--- src/rtl/pipe_mult_hs.sv ---
// Pipelined WIDTH x WIDTH multiplier with valid/ready on both sides.
// The product is formed on entry and then carried with its tag through STAGES registers.
module pipe_mult_hs #(
  parameter  int WIDTH  = 8,
  parameter  int STAGES = 3,
  parameter  int TAG_W  = 4,
  localparam int PW     = 2 * WIDTH,
  localparam int OCC_W  = $clog2(STAGES + 1)
) (
  input  logic             clk,
  input  logic             reset_n,
  input  logic             in_valid,
  output logic             in_ready,
  input  logic [WIDTH-1:0] a,
  input  logic [WIDTH-1:0] b,
  input  logic             is_signed,
  input  logic [TAG_W-1:0] tag_in,
  output logic             out_valid,
  input  logic             out_ready,
  output logic [PW-1:0]    result,
  output logic [TAG_W-1:0] tag_out,
  output logic [OCC_W-1:0] occupancy
);

  // Handshake: a transfer happens on a rising edge where valid & ready are both
  // high. The pipe freezes as a whole only while the output holds an
  // unaccepted result, so in_ready is simply the inverse of that stall.
  logic             w_stall;
  logic             w_accept;
  logic             w_out_hs;
  logic [PW-1:0]    w_a_ext;
  logic [PW-1:0]    w_b_ext;
  logic [PW-1:0]    w_prod;

  logic             r_vld  [STAGES];
  logic [PW-1:0]    r_prod [STAGES];
  logic [TAG_W-1:0] r_tag  [STAGES];
  logic [OCC_W-1:0] r_occ;

  assign w_stall  = r_vld[STAGES-1] & ~out_ready;
  assign in_ready = ~w_stall;
  assign w_accept = in_valid & in_ready;
  assign w_out_hs = r_vld[STAGES-1] & out_ready;

  // Sign-extending to 2*WIDTH makes one unsigned multiply serve both modes,
  // because the low 2*WIDTH bits of the product are identical either way.
  assign w_a_ext = {{WIDTH{is_signed & a[WIDTH-1]}}, a};
  assign w_b_ext = {{WIDTH{is_signed & b[WIDTH-1]}}, b};
  assign w_prod  = w_a_ext * w_b_ext;

  always_ff @(posedge clk) begin
    if (!reset_n) begin
      for (int i = 0; i < STAGES; i++) begin
        r_vld[i]  <= 1'b0;
        r_prod[i] <= '0;
        r_tag[i]  <= '0;
      end
    end else if (!w_stall) begin
      r_vld[0] <= w_accept;
      if (w_accept) begin
        r_prod[0] <= w_prod;
        r_tag[0]  <= tag_in;
      end
      // Bubbles advance too, but leave the data behind them untouched so the
      // output keeps showing the last real result.
      for (int i = 1; i < STAGES; i++) begin
        r_vld[i] <= r_vld[i-1];
        if (r_vld[i-1]) begin
          r_prod[i] <= r_prod[i-1];
          r_tag[i]  <= r_tag[i-1];
        end
      end
    end
  end

  always_ff @(posedge clk) begin
    if (!reset_n) begin
      r_occ <= '0;
    end else begin
      case ({w_accept, w_out_hs})
        2'b10:   r_occ <= r_occ + 1'b1;
        2'b01:   r_occ <= r_occ - 1'b1;
        default: r_occ <= r_occ;
      endcase
    end
  end

  assign out_valid = r_vld[STAGES-1];
  assign result    = r_prod[STAGES-1];
  assign tag_out   = r_tag[STAGES-1];
  assign occupancy = r_occ;

endmodule

--- config.mk ---
export PLATFORM = sky130hd
export DESIGN_NAME = pipe_mult_hs
export DESIGN_NICKNAME = d
export VERILOG_FILES = /design/src/rtl/pipe_mult_hs.sv
export SDC_FILE = /design/constraint.sdc
export NUM_CORES = 1
export LEC_CHECK = 0
export BUFFER_PORTS_ARGS = -buffer_cell sky130_fd_sc_hd__buf_2
export CORE_ASPECT_RATIO = 0.9
export CORE_MARGIN = 2
export CORE_UTILIZATION = 60
export DETAILED_ROUTE_END_ITERATION = 16
export PLACE_DENSITY = 0.79
export SYNTH_ARGS = -nofsm -noshare
export SYNTH_HDL_FRONTEND = slang
export SYNTH_SLANG_ARGS = --single-unit
--- constraint.sdc ---
create_clock -name clk -period 9.85 [get_ports clk]
set_input_delay 0 -clock clk [delete_from_list [all_inputs] [get_ports clk]]
set_output_delay 0 -clock clk [all_outputs]
set_load 0.1 [all_outputs]
After elaboration in Yosys (flattened, before gate mapping)
Memories as Yosys holds them, arrays and structs flattened.
Index checks and enable logic that the tools add are counted.
- add/sub/neg operators: 2
- $mul: 1
- equality and inequality tests: 2
- multiplexer cells: 26
- bitwise operators: 16
- reduce and logical (&&, ||, !) cells: 1
- operators by type and width (operator ; count):
    $mux 16 ; 3
    $mux 1 ; 19
    $mul 9x9->16 ; 1
    $mux 4 ; 3
    $or 1x1->1 ; 9
    $and 1x1->1 ; 5
    $pmux 2 s2 ; 1
    $add 2x1->2 const B ; 1
    $eq 2x1->1 const B ; 1
    $eq 2x2->1 const B ; 1
    $not 1->1 ; 2
    $reduce_bool 2->1 ; 1
    $sub 2x1->2 const B ; 1
- register bits: 2
- bits in writable memories: 63
- output and inout bits: 24
- memories: 3
- memories (name ; words ; width ; read ports ; clocked after Yosys merged registers in ; wr ports ; line ; RTL):
    r_prod ; 3 ; 16 ; 3 ; 0 ; 3 ; 36 ; logic [PW-1:0] r_prod [STAGES];
    r_tag ; 3 ; 4 ; 3 ; 0 ; 3 ; 37 ; logic [TAG_W-1:0] r_tag [STAGES];
    r_vld ; 3 ; 1 ; 3 ; 0 ; 3 ; 35 ; logic r_vld [STAGES];

Longest topological paths before layout
- depth in word-level cells: 9
- mapped depth: 19

Least setup slack after synthesis
Ideal clock, no wire load.
- path kind: input to register
- start: in b[7]
- end: mem r_prod[0][15] (netlist name) (data pin)
- setup time: 0.277 ns
- arrival: 4.525 ns
- data required time: 9.573 ns
- slack: 5.048 ns
- cell stages on the path: 18
- path through: clkbuf_1 > nand2_1 > or2_2 > fa_1 > fa_1 > inv_1 > fa_1 > fa_1 > inv_1 > fa_1 > inv_1 > ha_1 > a21o_2 > nand2_1 > a31oi_1 > a311oi_2 > xnor2_1 > nor2_1
- RTL lines (element ; line ; RTL):
    start, declared ; 15 ; input logic [WIDTH-1:0] b,
    end, declared ; 36 ;

==> results.sh <==
export IMPL_outcome="finished, final reports clean"
export IMPL_io_pin_count=49
export IMPL_critPathArrivalTime_ps=4720
export IMPL_final_setup_viol_count=0
export IMPL_detailedRoute_firstIterationViolations=126
export IMPL_crit_fanout=10
export IMPL_nFillCells=707
export IMPL_fin_worst_skew_ps=7.458
export IMPL_power_density_nw_per_um2=214.4
export IMPL_gpl_final_weighted_congestion=0.8853
export IMPL_leakagePower_nw=2.721
export IMPL_synth_largest_type_area_fraction=0.3527
export IMPL_timing_worst_setup_path_type="in2reg"
export IMPL_ff_latch_count_synth=65
export IMPL_post_route_min_period_ps=4654
export IMPL_num_vias=3188
export IMPL_syn_nets=607
export IMPL_final_common_cell="sky130_fd_sc_hd__inv_1"
export IMPL_dp_cells=617
export IMPL_layout_cells_non_filler=637
export IMPL_path_clk_slew_ps=70
export IMPL_gr_max_usage_layer="met2"
export IMPL_cts_tree="yes"
export IMPL_fp_dieH_um=93.70
export IMPL_slew_viol_final=0
export IMPL_max_slew_margin_rel=0.3814
export IMPL_dp_hpwl_um=6702
export IMPL_placed_cell_area_um2=5549
export IMPL_worst_slew_pin_slew_ps=927.9
export IMPL_end_kind="flip-flop"
export IMPL_ctsHtreeMaxLevel=3
export IMPL_postSynthCellCount=485
export IMPL_fp_row_count=32
export IMPL_final_hold_worst_slack_ps=22.93
export IMPL_synthToLayoutAreaGrowth_pct=7.394
export IMPL_tritoncts_num_buffers=9
export IMPL_grt_overflow_total=0
export IMPL_most_common_layout_cells="sky130_fd_sc_hd__inv_1 (81), sky130_fd_sc_hd__and2_1 (80), sky130_fd_sc_hd__fa_1 (63), sky130_fd_sc_hd__edfxtp_1 (63), sky130_fd_sc_hd__buf_2 (48)"
export IMPL_postSynth_asyncResetShare=0
export IMPL_final_period_utilization=0.4725
export IMPL_post_cts_resize_count=0
export IMPL_grt_antenna_before_repair=0
export IMPL_yosysTopAreaCell="sky130_fd_sc_hd__edfxtp_1"
export IMPL_via_count_of_the_first_global_routing_pass=3236
export IMPL_multi_input_comb_area_um2=2917
export IMPL_firstDrtPassIters=5
export IMPL_post_synth_num_cell_types=37
export IMPL_yosys_most_used_dff="sky130_fd_sc_hd__edfxtp_1"
export IMPL_grt_util_met3=0.04646
export IMPL_wl_um=8676
export IMPL_sequential_cell_area_um2=1932
export IMPL_cts_root_buf="sky130_fd_sc_hd__clkbuf_8"
export IMPL_synth_area_leaders="sky130_fd_sc_hd__edfxtp_1 (35%), sky130_fd_sc_hd__fa_1 (24%), sky130_fd_sc_hd__and2_1 (9.3%)"
export IMPL_gr_usage_met1=0.2753
export IMPL_ratio_of_cells_with_drive_above_1_in_the_final_layout=0.1448
export IMPL_drt_drc_violations_left=0
export IMPL_fmaxAchievable_mhz=214.9
export IMPL_synth_avg_cell_area_um2=11.06
export IMPL_final_cell_area_um2=5761
export IMPL_hold_viol=0
export IMPL_maximum_number_of_pins_on_one_net_before_global_route_repair=51
export IMPL_global_route_wire_length_before_repair_um=15260
export IMPL_start_kind="input pin"
export IMPL_initial_utilization=0.6202
export IMPL_synth_enable_flop_cells=63
export IMPL_track_usage=0.1993
export IMPL_clock_path_buffers=2
export IMPL_drtAntennaViolNets=0
export IMPL_max_cap_violations=0
export IMPL_total_power_mw=1.235
export IMPL_nNetsFinal=635
export IMPL_dieArea_um2=9713
export IMPL_final_setup_tns_ps=0
export IMPL_n_antenna_cell=0
export IMPL_min_path_type="in2reg"
export IMPL_fp_dieW_um=103.7
export IMPL_wire_per_inst_um=13.62
export IMPL_numPortBuffers=48
export IMPL_rsz0062_at_grt="no"
export IMPL_synth_sequential_area_ratio=0.3602
export IMPL_yosys_warnings=0
export IMPL_peakVddDrop_v=0.0001345
export IMPL_core_area_um2=8648
export IMPL_cts_sink_count=65
export IMPL_required_worst_endpoint_ps=9910
export IMPL_synth_area_um2=5364
export IMPL_clock_insertion_delay_worst_skew_ps=330
export IMPL_groute_layer_met2_usage=0.3262
export IMPL_routed_via_density=5.005
[power by group]
group,switching (mW),internal (mW),total (mW)
logic,0.397,0.281,0.678
clock network,0.0994,0.0904,0.190
registers,0.00885,0.358,0.367
total,0.505,0.729,1.23
[timing repair]
action | 4_1_cts | 5_1_grt
hold endpoints to repair | 4 | 0
hold buffers | 4 | 0
setup buffers | 0 | 0
[cell usage after synthesis (2+ instances only)]
master and instances:
sky130_fd_sc_hd__o21ai_0 4, sky130_fd_sc_hd__nor2_1 17, sky130_fd_sc_hd__fa_1 63, sky130_fd_sc_hd__edfxtp_1 63, sky130_fd_sc_hd__nor3_1 2, sky130_fd_sc_hd__a21oi_1 6, sky130_fd_sc_hd__nand2_1 40, sky130_fd_sc_hd__nor2b_1 2
sky130_fd_sc_hd__ha_1 34, sky130_fd_sc_hd__a31oi_1 2, sky130_fd_sc_hd__and3_1 8, sky130_fd_sc_hd__nand2b_1 6, sky130_fd_sc_hd__clkbuf_1 15, sky130_fd_sc_hd__dfxtp_1 2, sky130_fd_sc_hd__xnor2_1 14, sky130_fd_sc_hd__or2_2 3
sky130_fd_sc_hd__inv_1 81, sky130_fd_sc_hd__buf_4 20, sky130_fd_sc_hd__xor2_1 5, sky130_fd_sc_hd__nand3_1 2, sky130_fd_sc_hd__and2_1 80
[routing by layer]
metal	up-vias	routed length, um
met5	-	0
met4	0	100
met3	10	317
met2	58	4445
met1	1572	3812
li1	1548	-
[path summary, 6_finish.rpt]
kind,startpoint,endpoint,slack (ps),cells after the start
setup / recovery,b[7],r_prod[0][15],5200,17
hold / removal,reset_n,occupancy[1],20,2
setup reg to reg,r_vld[0][2],r_prod[0][32],7850,3
hold reg to reg,occupancy[1],occupancy[1],510,2
[state kept, by name (all words and copies together), names as in the netlist]
signal and cells:
r_prod 48, r_tag 12, r_vld 3, occupancy 2
[layout make-up]
| cell class | count | area share |
|---|---|---|
| inverter | 81 | 0.05278 |
| clock inverter | 7 | 0.008254 |
| sequential | 65 | 0.3354 |
| multi-input combinational | 303 | 0.5063 |
| timing repair buffer | 53 | 0.04996 |
| clock buffer | 9 | 0.02150 |
| tap | 119 | 0.02585 |
[worst max-delay path, stage by stage]
cell	delay, ps
sky130_fd_sc_hd__buf_2	170
sky130_fd_sc_hd__nand2_1	220
sky130_fd_sc_hd__or2_2	350
sky130_fd_sc_hd__fa_1	510
sky130_fd_sc_hd__fa_1	550
sky130_fd_sc_hd__inv_1	60
sky130_fd_sc_hd__fa_1	500
sky130_fd_sc_hd__fa_1	540
sky130_fd_sc_hd__inv_1	50
sky130_fd_sc_hd__fa_1	490
sky130_fd_sc_hd__inv_1	40
sky130_fd_sc_hd__ha_1	370
sky130_fd_sc_hd__o2111ai_2	140
sky130_fd_sc_hd__a31oi_1	330
sky130_fd_sc_hd__a311oi_2	150
sky130_fd_sc_hd__xnor2_1	180
sky130_fd_sc_hd__nor2_1	50
[metrics by stage]
stage / worst slack [ps] / util
final: 5196 / 0.6661
after floorplan: 5048 / -
after global placement: 4982 / 0.6416
after CTS: 5199 / 0.6661
after global routing: 4955 / 0.6661
after detailed placement: 4838 / 0.6416
[kinds of logic (layout without fill, tap and decap cells)]
kind of cell,Yosys count,count (layout),synth area share
flops,65,65,0.3602
fa+ha+maj,97,97,0.3144
buf+inv,117,150,0.09610
xor+xnor,19,19,0.03102
simple gates,165,165,0.1670
compound gates,22,22,0.03126
Power figures use the tool's default switching activity.
